### src/rtl/pipelined_carry_adder.sv
// -----------------------------------------------------------------------------
// pipelined_carry_adder
//
// Purpose:
//    Adder/subtractor split into STAGES carry-pipelined slices. Each stage
//    ripple-adds one CW-bit slice using the carry registered by the stage
//    before it. Operands travel down the pipe next to the partial sum so that
//    every operation's slices stay aligned. Valid/ready handshake on both
//    sides. One result per cycle, and latency is exactly STAGES cycles.
//
// Parameters:
//    WIDTH   operand width in bits (>= 1)
//    STAGES  number of pipeline stages (1 .. WIDTH); the last slice must be
//            at least one bit wide
//
// Ports:
//    clk      in   clock, rising edge
//    rst      in   synchronous active-high reset
//    a, b     in   operands, WIDTH bits
//    i_sub    in   0 = a+b, 1 = a-b (sampled with the operands)
//    i_valid  in   operands valid
//    o_ready  out  input accepted this cycle if i_valid is high
//    o_sum    out  WIDTH+1 bit result, bit WIDTH = raw carry-out
//                  (for subtract: 1 = no borrow)
//    o_ovf    out  two's-complement overflow of the result
//    o_valid  out  o_sum/o_ovf valid
//    i_ready  in   downstream accepts the output this cycle
// -----------------------------------------------------------------------------
module pipelined_carry_adder #(
   parameter int WIDTH  = 10,
   parameter int STAGES = 2
) (
   input  logic             clk,
   input  logic             rst,
   input  logic [WIDTH-1:0] a,
   input  logic [WIDTH-1:0] b,
   input  logic             i_sub,
   input  logic             i_valid,
   output logic             o_ready,
   output logic [WIDTH:0]   o_sum,
   output logic             o_ovf,
   output logic             o_valid,
   input  logic             i_ready
);

   localparam int CW   = (WIDTH + STAGES - 1) / STAGES;
   localparam int LAST = STAGES - 1;

   // Ripple-add bits [lo, hi) of the operands on top of an existing partial
   // sum. Returns {carry into bit WIDTH-1, carry out of the slice, new sum}.
   // The carry into the MSB is only meaningful for the slice that owns the MSB.
   function automatic logic [WIDTH+1:0] f_slice_add(
      input logic [WIDTH-1:0] i_av,
      input logic [WIDTH-1:0] i_bv,
      input logic [WIDTH-1:0] i_sv,
      input logic             i_cin,
      input int               i_lo,
      input int               i_hi
   );
      logic [WIDTH-1:0] w_s;
      logic             w_c;
      logic             w_cmsb;
      w_s    = i_sv;
      w_c    = i_cin;
      w_cmsb = 1'b0;
      for (int i = 0; i < WIDTH; i++) begin
         if ((i >= i_lo) && (i < i_hi)) begin
            if (i == WIDTH - 1) begin
               w_cmsb = w_c;
            end else begin
               w_cmsb = w_cmsb;
            end
            w_s[i] = i_av[i] ^ i_bv[i] ^ w_c;
            w_c    = (i_av[i] & i_bv[i]) | (i_av[i] & w_c) | (i_bv[i] & w_c);
         end else begin
            w_s[i] = w_s[i];
         end
      end
      return {w_cmsb, w_c, w_s};
   endfunction

   // Per-stage state. r_b holds B already inverted for subtraction, so the
   // mode bit is fully represented by r_b plus the stage-0 carry-in and
   // needs no separate copy further down the pipe.
   logic [WIDTH-1:0] r_a     [STAGES];
   logic [WIDTH-1:0] r_b     [STAGES];
   logic [WIDTH-1:0] r_sum   [STAGES];
   logic             r_c     [STAGES];
   logic             r_valid [STAGES];
   logic             r_ovf;

   // Inputs feeding each stage register (stage 0 from the ports).
   logic [WIDTH-1:0] w_a_in  [STAGES];
   logic [WIDTH-1:0] w_b_in  [STAGES];
   logic [WIDTH-1:0] w_s_in  [STAGES];
   logic             w_c_in  [STAGES];
   logic             w_v_in  [STAGES];
   logic [WIDTH+1:0] w_res   [STAGES];
   logic             w_en;

   // The whole pipe moves together; it stalls only when a finished result
   // is waiting and the downstream is not taking it.
   assign w_en    = !r_valid[LAST] || i_ready;
   // Reset always leaves the pipe empty, so it is safe to advertise ready.
   assign o_ready = w_en | rst;

   for (genvar k = 0; k < STAGES; k++) begin : g_stage
      if (k == 0) begin : g_head
         assign w_a_in[k] = a;
         assign w_b_in[k] = b ^ {WIDTH{i_sub}};
         assign w_s_in[k] = '0;
         assign w_c_in[k] = i_sub;
         assign w_v_in[k] = i_valid;
      end else begin : g_body
         assign w_a_in[k] = r_a[k-1];
         assign w_b_in[k] = r_b[k-1];
         assign w_s_in[k] = r_sum[k-1];
         assign w_c_in[k] = r_c[k-1];
         assign w_v_in[k] = r_valid[k-1];
      end
      // Last slice takes whatever bits remain above the earlier full slices.
      assign w_res[k] = f_slice_add(w_a_in[k], w_b_in[k], w_s_in[k], w_c_in[k],
                                    k * CW, (k == LAST) ? WIDTH : (k + 1) * CW);
   end

   // Pipeline registers: reset clears everything, otherwise advance on enable.
   always_ff @(posedge clk) begin
      if (rst) begin
         for (int k = 0; k < STAGES; k++) begin
            r_a[k]     <= '0;
            r_b[k]     <= '0;
            r_sum[k]   <= '0;
            r_c[k]     <= 1'b0;
            r_valid[k] <= 1'b0;
         end
         r_ovf <= 1'b0;
      end else if (w_en) begin
         for (int k = 0; k < STAGES; k++) begin
            r_a[k]     <= w_a_in[k];
            r_b[k]     <= w_b_in[k];
            r_sum[k]   <= w_res[k][WIDTH-1:0];
            r_c[k]     <= w_res[k][WIDTH];
            r_valid[k] <= w_v_in[k];
         end
         // Overflow = carry into MSB xor carry out of MSB (both from last slice).
         r_ovf <= w_res[LAST][WIDTH+1] ^ w_res[LAST][WIDTH];
      end
   end

   assign o_sum   = {r_c[LAST], r_sum[LAST]};
   assign o_ovf   = r_ovf;
   assign o_valid = r_valid[LAST];

endmodule

### config.mk
export PLATFORM = sky130hd
export DESIGN_NAME = pipelined_carry_adder
export DESIGN_NICKNAME = d
export VERILOG_FILES = /design/src/rtl/pipelined_carry_adder.sv
export SDC_FILE = /design/constraint.sdc
export NUM_CORES = 1
export LEC_CHECK = 0
export BUFFER_PORTS_ARGS = -buffer_cell sky130_fd_sc_hd__clkbuf_2
export CAP_MARGIN = 20
export CORE_ASPECT_RATIO = 1.5
export CORE_MARGIN = 5
export CORE_UTILIZATION = 30
export CTS_BUF_LIST = sky130_fd_sc_hd__clkbuf_8
export DETAILED_ROUTE_END_ITERATION = 10
export MAX_ROUTING_LAYER = met4
export PLACE_DENSITY = 0.58
export SYNTH_ARGS = -nofsm -noshare
export SYNTH_HDL_FRONTEND = slang
export SYNTH_SLANG_ARGS = --single-unit
### constraint.sdc
create_clock -name clk -period 7.15 [get_ports clk]
set_input_delay 1.0725 -clock clk [delete_from_list [all_inputs] [get_ports clk]]
set_output_delay 1.0725 -clock clk [all_outputs]
set_load 0.01 [all_outputs]
# Word-level counts from Yosys, hierarchy flattened
# Memory sizes are Yosys's and may differ from the RTL's.
# Cells that the tools add are included.
[op_classes]
bitwise_logic = 83
muxes = 15
multipliers = 0
div_mod_pow = 0
order_cmp = 0
n_eq_ne = 0
n_shift = 0
reduce_logical = 2
add_sub_neg = 0
[ops]
columns = ["cell", "count"]
rows = [
  ["10-bit two-way mux", 6],
  ["1-bit bitwise OR", 31],
  ["1-bit bitwise AND", 30],
  ["1-bit bitwise XOR", 21],
  ["10-bit bitwise XOR", 1],
  ["1-bit two-way mux", 9],
  ["1-bit logical NOT", 1],
  ["1-bit logical OR", 1],
]
[word_totals]
ramBits = 64
elab_cells = 106
reg_bits = 1
n_memories = 5
romBits = 0
latchBits = 0
[mem_list]
columns = ["name", "words", "width", "read_ports", "rd_clocked_by_memory_dff", "wr", "line_no", "source"]
rows = [
  ["r_a", 2, 10, 1, 0, 2, "85", "logic [WIDTH-1:0] r_a [STAGES];"],
  ["r_b", 2, 10, 1, 0, 2, "86", "logic [WIDTH-1:0] r_b [STAGES];"],
  ["r_sum", 2, 10, 2, 0, 2, "87", "logic [WIDTH-1:0] r_sum [STAGES];"],
  ["r_c", 2, 1, 2, 0, 2, "88", "logic r_c [STAGES];"],
  ["r_valid", 2, 1, 2, 0, 2, "89", "logic r_valid [STAGES];"],
]

# Longest topological paths before layout
# Gate-level depths: netlist of the first run.
[depth]
word_depth = 17
depth_mapped = 10
ltp_nobuf = 10

# Worst setup path before layout of the first run
# Ideal clock, no wire load.
[synth_timing]
kind = "input port to flip-flop"
start = "input i_sub"
end = "memory r_sum[0][4] (data pin)"
setup_slack_ns = 3.945
path_stages = 9
arrival_time_ns = 2.940
setup_time_ns = 0.265
cell_sequence = "buf_6 > xor2_1 > fa_1 > inv_1 > fa_1 > fa_1 > inv_1 > fa_1 > nor3b_2"
[synth_lines]
columns = ["element", "line_no", "source"]
rows = [
  ["start, declared", "37", "input logic i_sub,"],
  ["end, declared", "87", ""],
]

# Worst setup path after layout of the first run
[layout_timing]
start = "input i_ready"
end = "output o_ready"
[layout_between]
elab_chain_len = 2
[layout_rtl]
columns = ["element", "line_no", "source"]
rows = [
  ["start, declared", "43", "input logic i_ready"],
  ["1-bit logical OR", "103", "assign w_en = !r_valid[LAST] || i_ready;"],
  ["1-bit bitwise OR", "105", "assign o_ready = w_en | rst;"],
  ["end, declared", "39", "output logic o_ready,"],
]
# No other way between the ends.

==> flow_summary_export.csv, run 1 <==
group,metric,value,unit
outcome,status,"complete, no violations",
global_routing,grt_max_degree,33,
synthesis,syn-num-nets,147,
timing,rsz0062_at_grt,"false",
global_routing,grt_pass1_wl,4460,um
timing,finalHoldViolCount,0,
clock_network,cts_made_buffers,5,
floorplanning,core,0.00545,mm^2
timing,slew_headroom,42.5,%
clock_network,ctsHoldBuffers,0,
critical_path,slowest_delay,0.68,ns
worst_hold_path,hold_path.class,"reg2reg",
clock_network,postCtsSetupBuffers,0,
final_layout,postLayoutCellArea,0.00189,mm^2
route,drc,0,
floorplanning,ioPinCount,39,
final_layout,syn_to_final_growth,13.2,%
timing,final-setup-viol-count,0,
place,port_buffers,38,
timing,fmax,307,MHz
clock_network,cts_buffer_depth,2,
critical_path,crit_fanout,31,
route,vias_per_cell,4.16,
synthesis,synthesis.area,0.00167,mm^2
critical_path,crit_chain,"clkbuf_2, nor2b_4, nand2b_1, clkbuf_2",
floorplanning,die_area,0.00718,mm^2
floorplanning,rows,33,
global_routing,global_route.overflow_total,0,
place,dpl_cell_area,0.00180,mm^2
place,gp_congestion,0.670,
clock_network,h-tree-depth,2,
critical_path,cp.required,6.08,ns
timing,period_minus_slack,3.25,ns
clock_network,clk_pin_slew,0.06,ns
synthesis,ys_seq_elements,30,
power,ir_drop,0.0614,mV
critical_path,r2r_setup_slack,4.27,ns
synthesis,yosysSeqAreaShare,53.4,%
critical_path,criticalPathCategory,"in2out",
timing,finalSetupTns,0,ns
synthesis,synth_cell_types,20,
synthesis,syn_inst,113,
synthesis,yosys_warnings,0,
final_layout,antenna-diode-count,0,
power,power_density,222,mW/mm^2
route,antenna_left,0,
route,wl_met1,1010,um
timing,period_share,45.5,%
final_layout,drive_gt1_share,42.3,%
global_routing,grt_usage,8.37,%
clock_network,clock-root-buffer,"clkbuf_8",
timing,maxSlewViolCount,0,
critical_path,endpoint_kind,"primary output",
floorplanning,die_w,70.9,um
timing,finClkSkew,0.00302,ns
critical_path,path_delay_family,"simple AND/OR/NAND/NOR gates",
synthesis,syn_area_per_cell,14.8,um^2
floorplanning,die_h,101,um
route,drt_pass1_iterations,4,
critical_path,cp-start-kind,"input port",
timing,worst_pin_slew,0.860,ns
critical_path,critical_path_arrival,2.18,ns
clock_network,cts.sinks,30,
global_routing,antenna_found_initial,0,
critical_path,crit_path_top_delay_cell,"nor2b_4",
critical_path,path_buf_inv,2,
run,max_cap_viol_count,0,
clock_network,cts_resized,0,
synthesis,synth_edf_count,29,
final_layout,nNetsFinal,175,
clock_network,insertion_delay,0.28,ns
global_routing,grt_pass1_vias,998,
route,wl_met2,1310,um
route,num_vias,881,
power,leakage,0.776,nW
route,drt_first_iter_violations,39,
route,highest_layer,"met4",
route,wl,2560,um
synthesis,postSynth.asyncResetShare,0,%
floorplanning,initial_utilization,30.6,%
synthesis,synth_flop_cell,"edfxtp_1",
place,hpwl,1940,um
route,post_drt_wl_per_cell,12.1,um
route,wl_met3,186,um
clock_network,cts_tree,"yes",
critical_path,crit_top_cell,"clkbuf_2",
[stage by stage]
stage / util, % / power (W) / hold slack [ns] / worst slack [ns] / std cells
2_1_floorplan: - / 0.000285 / 0.537 / 3.94 / 113
3_3_place_gp: 33.1 / 0.000295 / 0.556 / 3.72 / 204
3_5_place_dp: 33.1 / 0.000299 / 0.570 / 3.63 / 204
4_1_cts: 34.6 / 0.000426 / 0.578 / 3.88 / 212
5_1_grt: 34.6 / 0.000445 / 0.593 / 3.78 / 212
6_report: 34.6 / 0.000419 / 0.576 / 3.90 / 212
[Yosys cell counts (2+ instances only)]
cell	count	share of area, %
nor3_2	2	1.2
nor3_1	9	2.7
buf_4	11	5.0
edfxtp_1	29	52
inv_1	11	2.5
xnor2_1	8	4.2
nor3b_2	9	6.8
fa_1	9	11
buf_6	3	2.0
buf_2	2	0.60
nor3b_1	9	4.1
xor2_1	3	1.6
[worst paths after layout]
kind | end | start | cells past startpoint
worst max-delay path | o_ready | i_ready | 4
worst min-delay path | r_sum[0][11] | r_sum[0][1] | 1
worst max register to register | r_sum[0][19] | r_b[0][5] | 9
worst min register to register | r_sum[0][11] | r_sum[0][1] | 1
[sequential cells by signal (all words and copies together) (netlist names)]
signal and flops:
r_sum 15, r_a 5, r_b 5, r_c 2
r_valid 2, o_ovf 1
[cells in the final DEF, fill, tap and decap left out]
| cell | instances |
|---|---|
| nor3b_1 | 9 |
| clkbuf_8 | 5 |
| edfxtp_1 | 29 |
| nand2b_1 | 1 |
| buf_4 | 1 |
| nor2b_4 | 1 |
| clkinv_1 | 1 |
| nand4bb_1 | 1 |
| xor2_1 | 3 |
| clkbuf_2 | 38 |
| xnor2_1 | 8 |
| clkinv_2 | 1 |
| inv_1 | 11 |
| fa_1 | 9 |
| clkinvlp_4 | 1 |
| o31ai_4 | 1 |
| mux2_2 | 1 |
| nor3b_2 | 9 |
| nor3_2 | 2 |
| nor3_1 | 9 |
| dfxtp_1 | 1 |
[final cells by class]
class / instances / area [um^2]
clock buffers: 5 / 68.8
repair buffers: 39 / 198
flip-flops and latches: 30 / 891
fillers: 546 / 3560
well taps: 70 / 87.6
clock inverters: 3 / 16.3
multi-input cells: 54 / 586
inverters: 11 / 41.3
[routing by layer]
metal | vias to the layer above | GRT usage (%)
met5 | - | -
li1 | 430 | -
met3 | 5 | 2.88
met2 | 31 | 13.5
met1 | 415 | 8.87
met4 | 0 | 4.78
[logic make-up (layout without fill, tap and decap cells)]
kind of cell / Yosys count / after routing / synth area share [%]
AND/OR/NAND/NOR: 32 / 32 / 16.6
flip-flops: 30 / 30 / 53.4
buffers and inverters: 29 / 58 / 11.5
XOR/XNOR: 11 / 11 / 5.78
adder cells (fa/ha/maj): 9 / 9 / 10.8
AO/OA/AOI/OAI: 1 / 1 / 1.28
multiplexers: 1 / 1 / 0.675
[power breakdown]
part | switching (W) | leakage (nW) | internal, W
clock network | 0.0000601 | 0.0416 | 0.0000663
logic | 0.0000357 | 0.389 | 0.0000351
registers | 0.00000555 | 0.345 | 0.000216
Note: power is estimated with default switching activity, not from simulation.
==> run 2: changes to the inputs <==
==> constraint.sdc (replaced) <==
create_clock -name clk -period 3.11 [get_ports clk]
set_input_delay 0.4665 -clock clk [delete_from_list [all_inputs] [get_ports clk]]
set_output_delay 0.4665 -clock clk [all_outputs]
set_load 0.01 [all_outputs]
==> flow_summary_export.csv, run 2 (same netlist as run 1, synthesis figures left out) <==
group,metric,value,unit
worst_hold_path,hold_path.class,"in2reg",
power,switchingPower,0.000233,W
global_routing,global_route.overflow_total,0,
power,p_int,0.000732,W
floorplanning,die_h,101,um
route,vias_per_cell,4.05,
power,power_density,505,mW/mm^2
run,max_cap_viol_count,0,
power,power.clock.fraction,30.2,%
route,post_drt_wl_per_cell,12.0,um
floorplanning,die_w,70.9,um
critical_path,crit_fanout,2,
timing,period_minus_slack,2.86,ns
power,sw_frac_of_total,24.2,%
place,gp_congestion,0.768,
power,leakage,0.791,nW
route,antenna_left,0,
clock_network,cts_tree,"yes",
final_layout,drive_gt1_share,43.4,%
critical_path,r2r_setup_slack,0.25,ns
critical_path,cp-start-kind,"flip-flop",
place,hpwl,1880,um
final_layout,regMostFlops,"r_sum",
final_layout,layout_commonest_cell,"clkbuf_2",
final_layout,top_regs,"r_sum (15), r_a (5), r_b (5)",
floorplanning,core,0.00545,mm^2
critical_path,criticalPathCategory,"reg2reg",
timing,maxSlewViolCount,0,
clock_network,cts_resized,0,
route,drc,0,
critical_path,endpoint_kind,"flip-flop",
global_routing,grt_pass1_vias,932,
global_routing,grt_max_degree,32,
worst_hold_path,hold_start,"a[8]",
final_layout,postLayoutCellArea,0.00191,mm^2
final_layout,syn_to_final_growth,14.6,%
clock_network,clock-root-buffer,"clkbuf_8",
final_layout,antenna-diode-count,0,
final_layout,n_fill_cell,562,
timing,rsz0062_at_grt,"false",
timing,slew_headroom,73.7,%
route,drt_first_iter_violations,50,
global_routing,grt_pass1_wl,4530,um
timing,period_share,91.9,%
route,num_vias,870,
clock_network,postCtsSetupBuffers,0,
critical_path,cp.required,3.23,ns
critical_path,r2r_start,"r_c[0][0]",
floorplanning,ioPinCount,39,
floorplanning,rows,33,
final_layout,final_cell_mix,"clkbuf_2 (38), edfxtp_1 (29), inv_1 (11)",
critical_path,critical_path_arrival,2.98,ns
clock_network,cts_buffer_depth,2,
power,power_frac_comb,17.0,%
global_routing,grt_usage,8.52,%
clock_network,cts_made_buffers,5,
timing,finalSetupTns,0,ns
global_routing,antenna_found_initial,0,
route,drt_pass1_iterations,4,
timing,worst_pin_slew,0.395,ns
timing,final-setup-viol-count,0,
critical_path,ff2ff_path_depth,9,
timing,finalHoldViolCount,0,
critical_path,crit_start,"r_c[0][0]",
clock_network,clk_pin_slew,0.06,ns
outcome,status,"complete, no violations",
power,ir_drop,0.126,mV
floorplanning,initial_utilization,30.6,%
worst_hold_path,hold_path_depth,2,
clock_network,insertion_delay,0.28,ns
clock_network,h-tree-depth,2,
floorplanning,die_area,0.00718,mm^2
timing,fmax,350,MHz
power,seqPwrFrac,52.8,%
place,dpl_cell_area,0.00183,mm^2
critical_path,r2r_end,"r_sum[0][19]",
place,port_buffers,38,
final_layout,largest_reg_flops,15,
timing,finClkSkew,0.00386,ns
route,wl,2580,um
worst_hold_path,hold_end,"r_a[0][8]",
final_layout,nNetsFinal,178,
clock_network,ctsHoldBuffers,0,
clock_network,cts.sinks,30,
run 2: changes by cell type in the layout (fill, tap and decap cells not counted):
cell	previous run	this run
buf_4	1	4
run 2: worst max-delay path by stage:
stage	end	slack, ns
after detailed placement	r_sum[0][19]	0.25
final	r_sum[0][19]	0.25
after floorplan	r_sum[0][19]	0.37
after global routing	r_sum[0][19]	0.07
after CTS	r_sum[0][19]	0.22
after global placement	o_ovf	0.30
run 2: critical path, stage by stage (launching register included):
cell      delay, ns
edfxtp_1       0.37
inv_1          0.09
fa_1           0.17
inv_1          0.05
fa_1           0.44
fa_1           0.46
fa_1           0.46
inv_1          0.10
fa_1           0.39
nor3_1         0.17
run 2: layout make-up:
class / count / area, um^2 / share of cell area, %
tap: 70 / 87.6 / 4.58
timing repair buffer: 42 / 220 / 11.5
inverter: 11 / 41.3 / 2.16
clock buffer: 5 / 68.8 / 3.60
sequential: 30 / 891 / 46.6
multi-input combinational: 54 / 586 / 30.6
clock inverter: 3 / 16.3 / 0.851
run 2: power groups by stage:
stage | registers, W | clock network [W] | logic (W)
detailed placement | 0.000519 | 0 | 0.000167
finish | 0.000510 | 0.000292 | 0.000164
global route | 0.000515 | 0.000326 | 0.000190
CTS | 0.000511 | 0.000302 | 0.000169
global placement | 0.000517 | 0 | 0.000164
floorplan | 0.000516 | 0 | 0.000139
run 2: through the flow:
stage | cells | worst slack, ns | total power (W) | utilization [%] | hold WS (ns)
2_1_floorplan | 113 | 0.368 | 0.000655 | - | 0.537
5_1_grt | 215 | 0.0706 | 0.00103 | 35.1 | 0.529
6_report | 215 | 0.253 | 0.000965 | 35.1 | 0.518
3_3_place_gp | 207 | 0.302 | 0.000681 | 33.5 | 0.551
3_5_place_dp | 207 | 0.247 | 0.000687 | 33.5 | 0.566
4_1_cts | 215 | 0.221 | 0.000982 | 35.1 | 0.508
run 2: metal layers:
metal  vias to the layer above  track usage (%)  share of wire (%)
li1                        436                -                  -
met1                       394             9.89                 40
met2                        34             12.9                 51
met3                         6             2.28                5.6
met4                         0             5.64                3.1
met5                         -                -                  0
==> run 3: changes to the inputs <==
--- a/config.mk
+++ b/config.mk
@@ -7,7 +7,6 @@
 export LEC_CHECK = 0
 export BUFFER_PORTS_ARGS = -buffer_cell sky130_fd_sc_hd__clkbuf_2
 export CAP_MARGIN = 20
-export CORE_ASPECT_RATIO = 1.5
 export CORE_MARGIN = 5
 export CORE_UTILIZATION = 30
 export CTS_BUF_LIST = sky130_fd_sc_hd__clkbuf_8
==> flow_summary_export.csv, run 3 (same netlist as run 1, synthesis figures left out) <==
group,metric,value,unit
global_routing,global_route.overflow_total,0,
global_routing,grt_max_degree,32,
clock_network,cts_buffer_depth,2,
final_layout,nNetsFinal,178,
global_routing,grt_usage,8.19,%
timing,period_minus_slack,2.88,ns
clock_network,cts.sinks,30,
floorplanning,die_h,84.6,um
critical_path,endpoint_kind,"flip-flop",
route,num_vias,887,
final_layout,n_fill_cell,529,
route,vias_per_cell,4.09,
place,gp_congestion,0.714,
route,antenna_left,0,
worst_hold_path,hold_path.class,"in2reg",
floorplanning,die_w,84.6,um
critical_path,r2r_start,"r_c[0][0]",
timing,slew_headroom,54.6,%
final_layout,regMostFlops,"r_sum",
place,dpl_cell_area,0.00183,mm^2
final_layout,top_regs,"r_sum (15), r_a (5), r_b (5)",
global_routing,grt_pass1_vias,959,
floorplanning,initial_utilization,30.7,%
critical_path,crit_path_top_delay_cell,"fa_1",
place,port_buffers,38,
floorplanning,core,0.00544,mm^2
critical_path,crit_fanout,2,
power,power_density,542,mW/mm^2
clock_network,cts_made_buffers,5,
clock_network,clk_pin_slew,0.07,ns
final_layout,syn_to_final_growth,16.2,%
final_layout,regArea,891,um^2
final_layout,postLayoutCellArea,0.00194,mm^2
clock_network,insertion_delay,0.28,ns
route,drt_first_iter_violations,25,
final_layout,instances_no_fill,217,
floorplanning,rows,27,
global_routing,grt_pass1_wl,4460,um
floorplanning,die_area,0.00715,mm^2
route,wl,2560,um
final_layout,largest_reg_flops,15,
route,post_drt_wl_per_cell,11.8,um
final_layout,layout_commonest_cell,"clkbuf_2",
timing,finalHoldViolCount,0,
critical_path,crit_start,"r_c[0][0]",
timing,period_share,92.7,%
timing,maxSlewViolCount,0,
critical_path,slowest_delay,0.46,ns
timing,finClkSkew,0.00901,ns
worst_hold_path,hold_start,"i_valid",
power,ir_drop,0.176,mV
route,drt_pass1_iterations,3,
critical_path,crit_top_cell,"fa_1",
clock_network,ctsHoldBuffers,0,
timing,rsz0062_at_grt,"false",
critical_path,criticalPathCategory,"reg2reg",
clock_network,postCtsSetupBuffers,0,
route,drc,0,
clock_network,clock-root-buffer,"clkbuf_8",
place,dp.cells,209,
clock_network,cts_resized,0,
timing,finalSetupTns,0,ns
final_layout,antenna-diode-count,0,
power,leakage,0.805,nW
timing,worst_pin_slew,0.681,ns
timing,final-setup-viol-count,0,
outcome,status,"complete, no violations",
final_layout,drive_gt1_share,43.4,%
floorplanning,ioPinCount,39,
final_layout,multi_input_area,586,um^2
run,max_cap_viol_count,0,
critical_path,cp.required,3.22,ns
place,hpwl,1950,um
final_layout,final_core_util,35.6,%
clock_network,h-tree-depth,2,
final_layout,final_cell_mix,"clkbuf_2 (38), edfxtp_1 (29), inv_1 (12)",
clock_network,cts_tree,"yes",
critical_path,cp-start-kind,"flip-flop",
critical_path,crit_chain,"inv_1, fa_1, inv_1, fa_1, fa_1, fa_1, inv_1, fa_1, nor3_1",
global_routing,antenna_found_initial,0,
timing,fmax,347,MHz
critical_path,critical_path_arrival,3.00,ns
==> run 3: cell type report <==
cell class	count	share of cell area, %
well taps	72	4.65
clock inverters	3	2.13
inverters	11	2.13
flip-flops and latches	30	46.0
clock buffers	5	3.55
repair buffers	42	11.4
multi-input cells	54	30.2
==> run 3: path summary, 6_finish.rpt <==
check	end	slack, ns	cells past startpoint
worst max-delay path	r_sum[0][19]	0.23	9
worst min register to register	o_ovf	0.57	2
worst min-delay path	r_valid[0][0]	0.53	2
worst max register to register	r_sum[0][19]	0.23	9
==> run 3: metal layers <==
metal | share of wire (%) | vias to the layer above | track usage, %
li1 | - | 436 | -
met1 | 45 | 410 | 9.81
met2 | 48 | 33 | 11.9
met3 | 4.3 | 8 | 2.94
met4 | 2.9 | 0 | 4.60
met5 | 0 | - | -
==> run 3: power breakdown <==
group          switching, W  internal [W]  total [W]
clock network      0.000140      0.000235   0.000375
logic             0.0000819     0.0000828   0.000165
registers         0.0000133      0.000497   0.000510
total              0.000235      0.000815    0.00105
==> run 3: per-stage QoR <==
| stage | total power [W] | setup slack, ns | hold slack, ns |
|---|---|---|---|
| 2_1_floorplan | 0.000655 | 0.368 | 0.537 |
| 3_3_place_gp | 0.000685 | 0.299 | 0.554 |
| 3_5_place_dp | 0.000688 | 0.220 | 0.559 |
| 4_1_cts | 0.00106 | 0.196 | 0.528 |
| 5_1_grt | 0.00111 | 0.0582 | 0.528 |
| 6_report | 0.00105 | 0.226 | 0.531 |
==> run 3: critical path: cells and delay by family, from the launching register on <==
kind / cells / cell delay [ns]
adder cells (fa/ha/maj): 5 / 1.92
flip-flops: 1 / 0.38
buffers and inverters: 3 / 0.24
AND/OR/NAND/NOR: 1 / 0.17
